$ cat src/rtl/duty_ctrl_if.sv
// duty_ctrl_if: switch inputs and duty/BCD outputs of the duty-cycle
// control stage, bundled so the PWM top and the bench share one definition.
//   master : drives the raw switches, observes duty/BCD (board top, bench)
//   slave  : the duty_ctrl block itself
interface duty_ctrl_if;
  logic       sw_on;     // raw SW[0], 1 = output enabled
  logic       sw_up;     // raw SW[1], rising edge -> duty += STEP
  logic       sw_down;   // raw SW[2], rising edge -> duty -= STEP
  logic       pwm_en;    // debounced sw_on
  logic [6:0] duty;      // duty in percent
  logic [3:0] bcd_hund;  // BCD digits of duty for HEX2..HEX0
  logic [3:0] bcd_tens;
  logic [3:0] bcd_ones;
  logic       duty_upd;  // one-cycle pulse with new BCD digits

  modport master (output sw_on, sw_up, sw_down,
                  input  pwm_en, duty, bcd_hund, bcd_tens, bcd_ones, duty_upd);
  modport slave  (input  sw_on, sw_up, sw_down,
                  output pwm_en, duty, bcd_hund, bcd_tens, bcd_ones, duty_upd);
endinterface

$ cat src/rtl/duty_ctrl.sv
// duty_ctrl: upstream control for the PWM block.
//   Synchronizes and debounces the on/up/down switches, turns up/down
//   debounced rising edges into +/-STEP events on a saturating duty register
//   (percent), and registers its BCD digits with a one-cycle update pulse.
// Ports:
//   clk    : system clock, rising edge
//   rst_n  : asynchronous active-low reset, clears every flop
//   io_bus : duty_ctrl_if.slave (switches in; pwm_en, duty, bcd_*, duty_upd out)
module duty_ctrl #(
  parameter int DEBOUNCE_CYCLES = 4,   // >= 2
  parameter int STEP            = 10,
  parameter int MAX_DUTY        = 100  // <= 127
) (
  input  logic        clk,
  input  logic        rst_n,
  duty_ctrl_if.slave  io_bus
);
  localparam int NUM_SW = 3;  // bit 0 = on, 1 = up, 2 = down
  localparam int CW     = $clog2(DEBOUNCE_CYCLES);

  logic [NUM_SW-1:0]         w_raw;
  logic [NUM_SW-1:0]         r_sync1, r_sync2;
  logic [NUM_SW-1:0]         r_deb, r_deb_d;
  logic [NUM_SW-1:0][CW-1:0] r_cnt;

  logic       w_up_evt, w_dn_evt;
  logic [7:0] w_sum;
  logic [6:0] w_duty_nxt;
  logic [6:0] r_duty;
  logic [3:0] w_hund, w_tens, w_ones;
  logic [3:0] r_hund, r_tens, r_ones;
  // [0]: duty changed this edge, [1]: new digits are on the BCD outputs
  logic [1:0] r_vld_pipe;

  assign w_raw = {io_bus.sw_down, io_bus.sw_up, io_bus.sw_on};

  // Two-flop synchronizer, then an independent debounce channel per switch.
  // The counter only runs while sync disagrees with deb, so deb follows
  // after DEBOUNCE_CYCLES consecutive disagreeing cycles.
  always_ff @(posedge clk or negedge rst_n) begin
    if (!rst_n) begin
      r_sync1 <= '0;
      r_sync2 <= '0;
      r_deb   <= '0;
      r_deb_d <= '0;
      r_cnt   <= '0;
    end else begin
      r_sync1 <= w_raw;
      r_sync2 <= r_sync1;
      r_deb_d <= r_deb;
      for (int i = 0; i < NUM_SW; i++) begin
        if (r_sync2[i] == r_deb[i]) begin
          r_cnt[i] <= '0;
        end else if (r_cnt[i] == CW'(DEBOUNCE_CYCLES-1)) begin
          r_deb[i] <= r_sync2[i];
          r_cnt[i] <= '0;
        end else begin
          r_cnt[i] <= r_cnt[i] + 1'b1;
        end
      end
    end
  end

  assign w_up_evt = r_deb[1] & ~r_deb_d[1];
  assign w_dn_evt = r_deb[2] & ~r_deb_d[2];

  // 8-bit sum so duty+STEP cannot wrap before the saturation compare.
  assign w_sum = {1'b0, r_duty} + 8'(STEP);

  always_comb begin
    w_duty_nxt = r_duty;
    if (r_deb[0]) begin
      if (w_up_evt && !w_dn_evt)
        w_duty_nxt = (w_sum > 8'(MAX_DUTY)) ? 7'(MAX_DUTY) : w_sum[6:0];
      else if (w_dn_evt && !w_up_evt)
        w_duty_nxt = (r_duty < 7'(STEP)) ? 7'd0 : r_duty - 7'(STEP);
    end
  end

  // Digits are recomputed every cycle; they only differ after duty moved.
  always_comb begin
    w_hund = 4'(r_duty / 7'd100);
    w_tens = 4'((r_duty / 7'd10) % 7'd10);
    w_ones = 4'(r_duty % 7'd10);
  end

  always_ff @(posedge clk or negedge rst_n) begin
    if (!rst_n) begin
      r_duty     <= '0;
      r_hund     <= '0;
      r_tens     <= '0;
      r_ones     <= '0;
      r_vld_pipe <= '0;
    end else begin
      r_duty     <= w_duty_nxt;
      r_hund     <= w_hund;
      r_tens     <= w_tens;
      r_ones     <= w_ones;
      // saturated requests leave duty equal, so no pulse follows
      r_vld_pipe <= {r_vld_pipe[0], (w_duty_nxt != r_duty)};
    end
  end

  assign io_bus.pwm_en   = r_deb[0];
  assign io_bus.duty     = r_duty;
  assign io_bus.bcd_hund = r_hund;
  assign io_bus.bcd_tens = r_tens;
  assign io_bus.bcd_ones = r_ones;
  assign io_bus.duty_upd = r_vld_pipe[1];
endmodule
$ cat src/flat_wrapper.sv
// flat-port wrapper written by rule: the top's interface ports become plain ports
module duty_ctrl_flat 
#(
  parameter int DEBOUNCE_CYCLES = 4,          
  parameter int STEP            = 10,
  parameter int MAX_DUTY        = 100           
)
  (clk, rst_n, io_bus_sw_on, io_bus_sw_up, io_bus_sw_down, io_bus_pwm_en, io_bus_duty, io_bus_bcd_hund, io_bus_bcd_tens, io_bus_bcd_ones, io_bus_duty_upd);
  duty_ctrl_if io_bus_i ();
  input  logic clk;
  input  logic rst_n;
  input wire logic [$bits(io_bus_i.sw_on)-1:0] io_bus_sw_on;
  input wire logic [$bits(io_bus_i.sw_up)-1:0] io_bus_sw_up;
  input wire logic [$bits(io_bus_i.sw_down)-1:0] io_bus_sw_down;
  output wire logic [$bits(io_bus_i.pwm_en)-1:0] io_bus_pwm_en;
  output wire logic [$bits(io_bus_i.duty)-1:0] io_bus_duty;
  output wire logic [$bits(io_bus_i.bcd_hund)-1:0] io_bus_bcd_hund;
  output wire logic [$bits(io_bus_i.bcd_tens)-1:0] io_bus_bcd_tens;
  output wire logic [$bits(io_bus_i.bcd_ones)-1:0] io_bus_bcd_ones;
  output wire logic [$bits(io_bus_i.duty_upd)-1:0] io_bus_duty_upd;
  assign io_bus_i.sw_on = io_bus_sw_on;
  assign io_bus_i.sw_up = io_bus_sw_up;
  assign io_bus_i.sw_down = io_bus_sw_down;
  assign io_bus_pwm_en = io_bus_i.pwm_en;
  assign io_bus_duty = io_bus_i.duty;
  assign io_bus_bcd_hund = io_bus_i.bcd_hund;
  assign io_bus_bcd_tens = io_bus_i.bcd_tens;
  assign io_bus_bcd_ones = io_bus_i.bcd_ones;
  assign io_bus_duty_upd = io_bus_i.duty_upd;
  duty_ctrl #(.DEBOUNCE_CYCLES(DEBOUNCE_CYCLES), .STEP(STEP), .MAX_DUTY(MAX_DUTY)) u_core (.clk(clk), .rst_n(rst_n), .io_bus(io_bus_i));
endmodule
$ cat config.mk
export PLATFORM = sky130hd
export DESIGN_NAME = duty_ctrl_flat
export DESIGN_NICKNAME = d
export VERILOG_FILES = /design/src/rtl/duty_ctrl_if.sv /design/src/rtl/duty_ctrl.sv /design/src/flat_wrapper.sv
export SDC_FILE = /design/constraint.sdc
export NUM_CORES = 1
export LEC_CHECK = 0
export BUFFER_PORTS_ARGS = -buffer_cell sky130_fd_sc_hd__buf_4
export CORE_MARGIN = 8
export CORE_UTILIZATION = 48
export DETAILED_ROUTE_END_ITERATION = 10
export GPL_TIMING_DRIVEN = 0
export PLACE_DENSITY_LB_ADDON = 0.12
export SLEW_MARGIN = 30
export SYNTH_ARGS = -nofsm -noshare
export SYNTH_HDL_FRONTEND = slang
export SYNTH_SLANG_ARGS = --single-unit
$ cat constraint.sdc
create_clock -name clk -period 2.1 [get_ports clk]
set_input_delay 0.63 -clock clk [delete_from_list [all_inputs] [get_ports clk]]
set_output_delay 0.63 -clock clk [all_outputs]
set_load 0.03 [all_outputs]
==> reports/qor.txt <==
clk_lat worst skew = 0.29 ns
hold crit path type = in2async
clk sinks = 35
Final Wtd Congestion = 0.899
critical path peak fanout = 5
violation count after the first detailed-route iteration = 115
setup TNS = -0.353 ns
FF+latch area = 882 sq um
WL final = 5.99 mm
Fin. Hold Viols = 0
nets = 297
DR vias = 2036
GRT Residual Overflow = 0
Layout area overhead = 40.0%
fin crit period = 2.20 ns
worst setup path startpoint = u_core.io_bus.duty[1]
top cell type's share of synthesized area = 40.9%
Clk Tree Root Cell = clkbuf_8
setup violators final = 7
PortBufs = 22
Setup CP Type = reg2reg
critical path data arrival time = 2.42 ns
vias in the first global route = 1949
DR WL/cell = 17.8 microns
Num CTS Buffers = 5
worst setup skew after layout = 0.00822 ns
Worst-path clk slew = 0.07 ns
Cell variety after synth = 58
Die X = 82.8 microns
pin count of the biggest net entering global routing = 36
RSZ-0062 raised after global routing = yes
Slew @ Worst Pin = 0.635 ns
# hold bufs at CTS = 0
# DRC = 0
first-pass GRT wire length = 9.29 mm
Seq cells post-synth = 35
Die H = 82.8 microns
Critical Path RT = 2.32 ns
layout cell share with drive strength beyond 1 = 43.7%
upper clock frequency limit = 454 MHz
status = finished with violations
CTS tree = built
DRT Pass-1 Iters = 4
DP HPWL = 3.61 mm
Max Cap Viol = 0
row count = 24
crit path launch type = flop
H-Tree Depth = 2
Seq/Total Area, Yosys = 40.9%
footprint of the multi-input gates = 1350 sq um
Via density = 6.06
Cells after Synth = 223
r2r startpoint = u_core.io_bus.duty[1]
Critical Path Sink Type = flop
remaining antenna violation count = 0
initial antenna violation count = 0
Synth Warn # = 0
Post-synth top flop = dfrtp_1
Synth Cell Area = 2140 sq um
Placeable Area = 4320 sq um
Avg Cell Area, Syn = 9.61 sq um
dominant cells by area after synthesis = dfrtp_1 41%, ha_1 5.3%, xnor2_1 3.3%, nor2b_1 2.9%, mux2i_1 2.8%
final worst setup slack = -0.103 ns
CTS Buffer Depth = 2
asr flop ratio synth = 100%
die area = 6860 sq um
Slew Limit Fails = 0
ant diodes = 0
Slew headroom = 57.5%
failing checks = setup timing
fill count = 334
Synth area leader = dfrtp_1
# IOs = 26
EDFF count, synth = 0
total global-route track usage = 15.8%
Final period util = 105%
Starting Density = 49.6%
-- sequential cells by signal, summed over array words and instances (netlist names) --
register / flops
u_core.io_bus.duty: 7
u_core.r_cnt: 6
u_core.io_bus.bcd_ones: 4
u_core.io_bus.bcd_tens: 4
u_core.r_deb: 3
u_core.r_sync1: 3
u_core.r_sync2: 3
u_core.r_deb_d: 2
u_core.r_vld_pipe: 2
u_core.io_bus.bcd_hund: 1
-- critical path: stages (launching register included) --
cell,delay (ns)
dfrtp_2,0.44
buf_8,0.15
a21oi_4,0.17
mux2i_2,0.27
a211oi_2,0.12
or3_4,0.41
buf_6,0.14
or3_4,0.32
a21oi_2,0.12
-- cells by family after synthesis --
kind of cell	share of synthesized area (%)
xor+xnor	3.68
fa+ha+maj	5.25
compound gates	19.8
simple gates	19.3
mux	4.38
flops	40.9
other cells	0.175
buf+inv	6.48
-- synthesized netlist by cell type, types with 4 or more instances --
library cell	n
dfrtp_1	35
nor2_1	15
nand2_1	14
a21oi_1	10
nor2b_1	10
ha_1	9
nor3_1	9
xnor2_1	8
inv_1	7
nand2b_1	7
buf_2	6
buf_4	6
mux2i_1	6
o21ai_0	6
a21oi_2	4
nand3_1	4
o22ai_1	4
or3_1	4
-- worst paths after layout --
kind	slack, ns	cells past startpoint	end
max	-0.10	8	u_core.io_bus.duty[3]
min	0.27	1	u_core.io_bus.bcd_hund[0]
max reg2reg	-0.10	8	u_core.io_bus.duty[3]
min reg2reg	0.36	0	u_core.r_sync2[0]
max in group asynchronous	1.48	1	u_core.io_bus.duty[6]
min in group clk	0.36	0	u_core.r_sync2[0]
-- area by class of cell --
cell class | instances | area share [%]
clock buffer | 5 | 2.29
inverter | 8 | 1.38
multi-input combinational | 165 | 44.9
sequential | 35 | 29.4
buffer | 16 | 5.21
timing repair buffer | 52 | 13.2
tap | 52 | 2.17
clock inverter | 3 | 1.46
-- metal layers --
metal  track usage, %  vias to the layer above  wire, microns
met2             26.4                       85           3150
met5                0                        -              0
li1                 -                      921              -
met1             19.0                     1015           2290
met3             3.61                       15            402
met4             6.71                        0            146
-- layout by cell type (no fill, tap or decap), types with 3 or more instances in the layout --
cell,Yosys,final
o21ai_1,1,4
buf_4,6,53
mux2i_1,6,5
buf_2,6,3
a21oi_1,10,7
a22oi_1,3,3
nor2b_1,10,5
conb_1,1,3
clkbuf_8,0,5
nand3_1,4,4
dfrtp_1,35,30
ha_4,0,3
a21oi_2,4,5
ha_1,9,4
nor3_1,9,8
nand2b_1,7,6
nand2_1,14,14
nor2b_4,0,3
dfrtp_2,0,5
nand3b_1,3,3
inv_1,7,4
buf_8,0,5
buf_6,2,5
o21ai_0,6,3
nor2_1,15,15
xnor2_1,8,7
-- per-stage QoR --
stage | utilization, % | setup WS (ns) | area [sq um] | hold WS (ns) | instances
finish | 69.4 | -0.103 | 3000 | 0.270 | 336
global route | 69.4 | -0.181 | 3000 | 0.315 | 336
CTS | 63.7 | -0.102 | 2760 | 0.304 | 321
detailed placement | 57.1 | -0.245 | 2470 | 0.337 | 299
global placement | 57.1 | -0.247 | 2470 | 0.333 | 299
floorplan | - | -0.0950 | 2240 | 0.331 | 225
-- repair_timing --
action | 4_1_cts | 5_1_grt
gates cloned | 1 | 0
buffers inserted | 14 | 15
resized for setup | 18 | 31
setup endpoints to repair | 14 | 15
pin swaps | 11 | 9
Power is not shown: default switching activity piles up to over one toggle a cycle in this logic, so the estimate is an artifact.
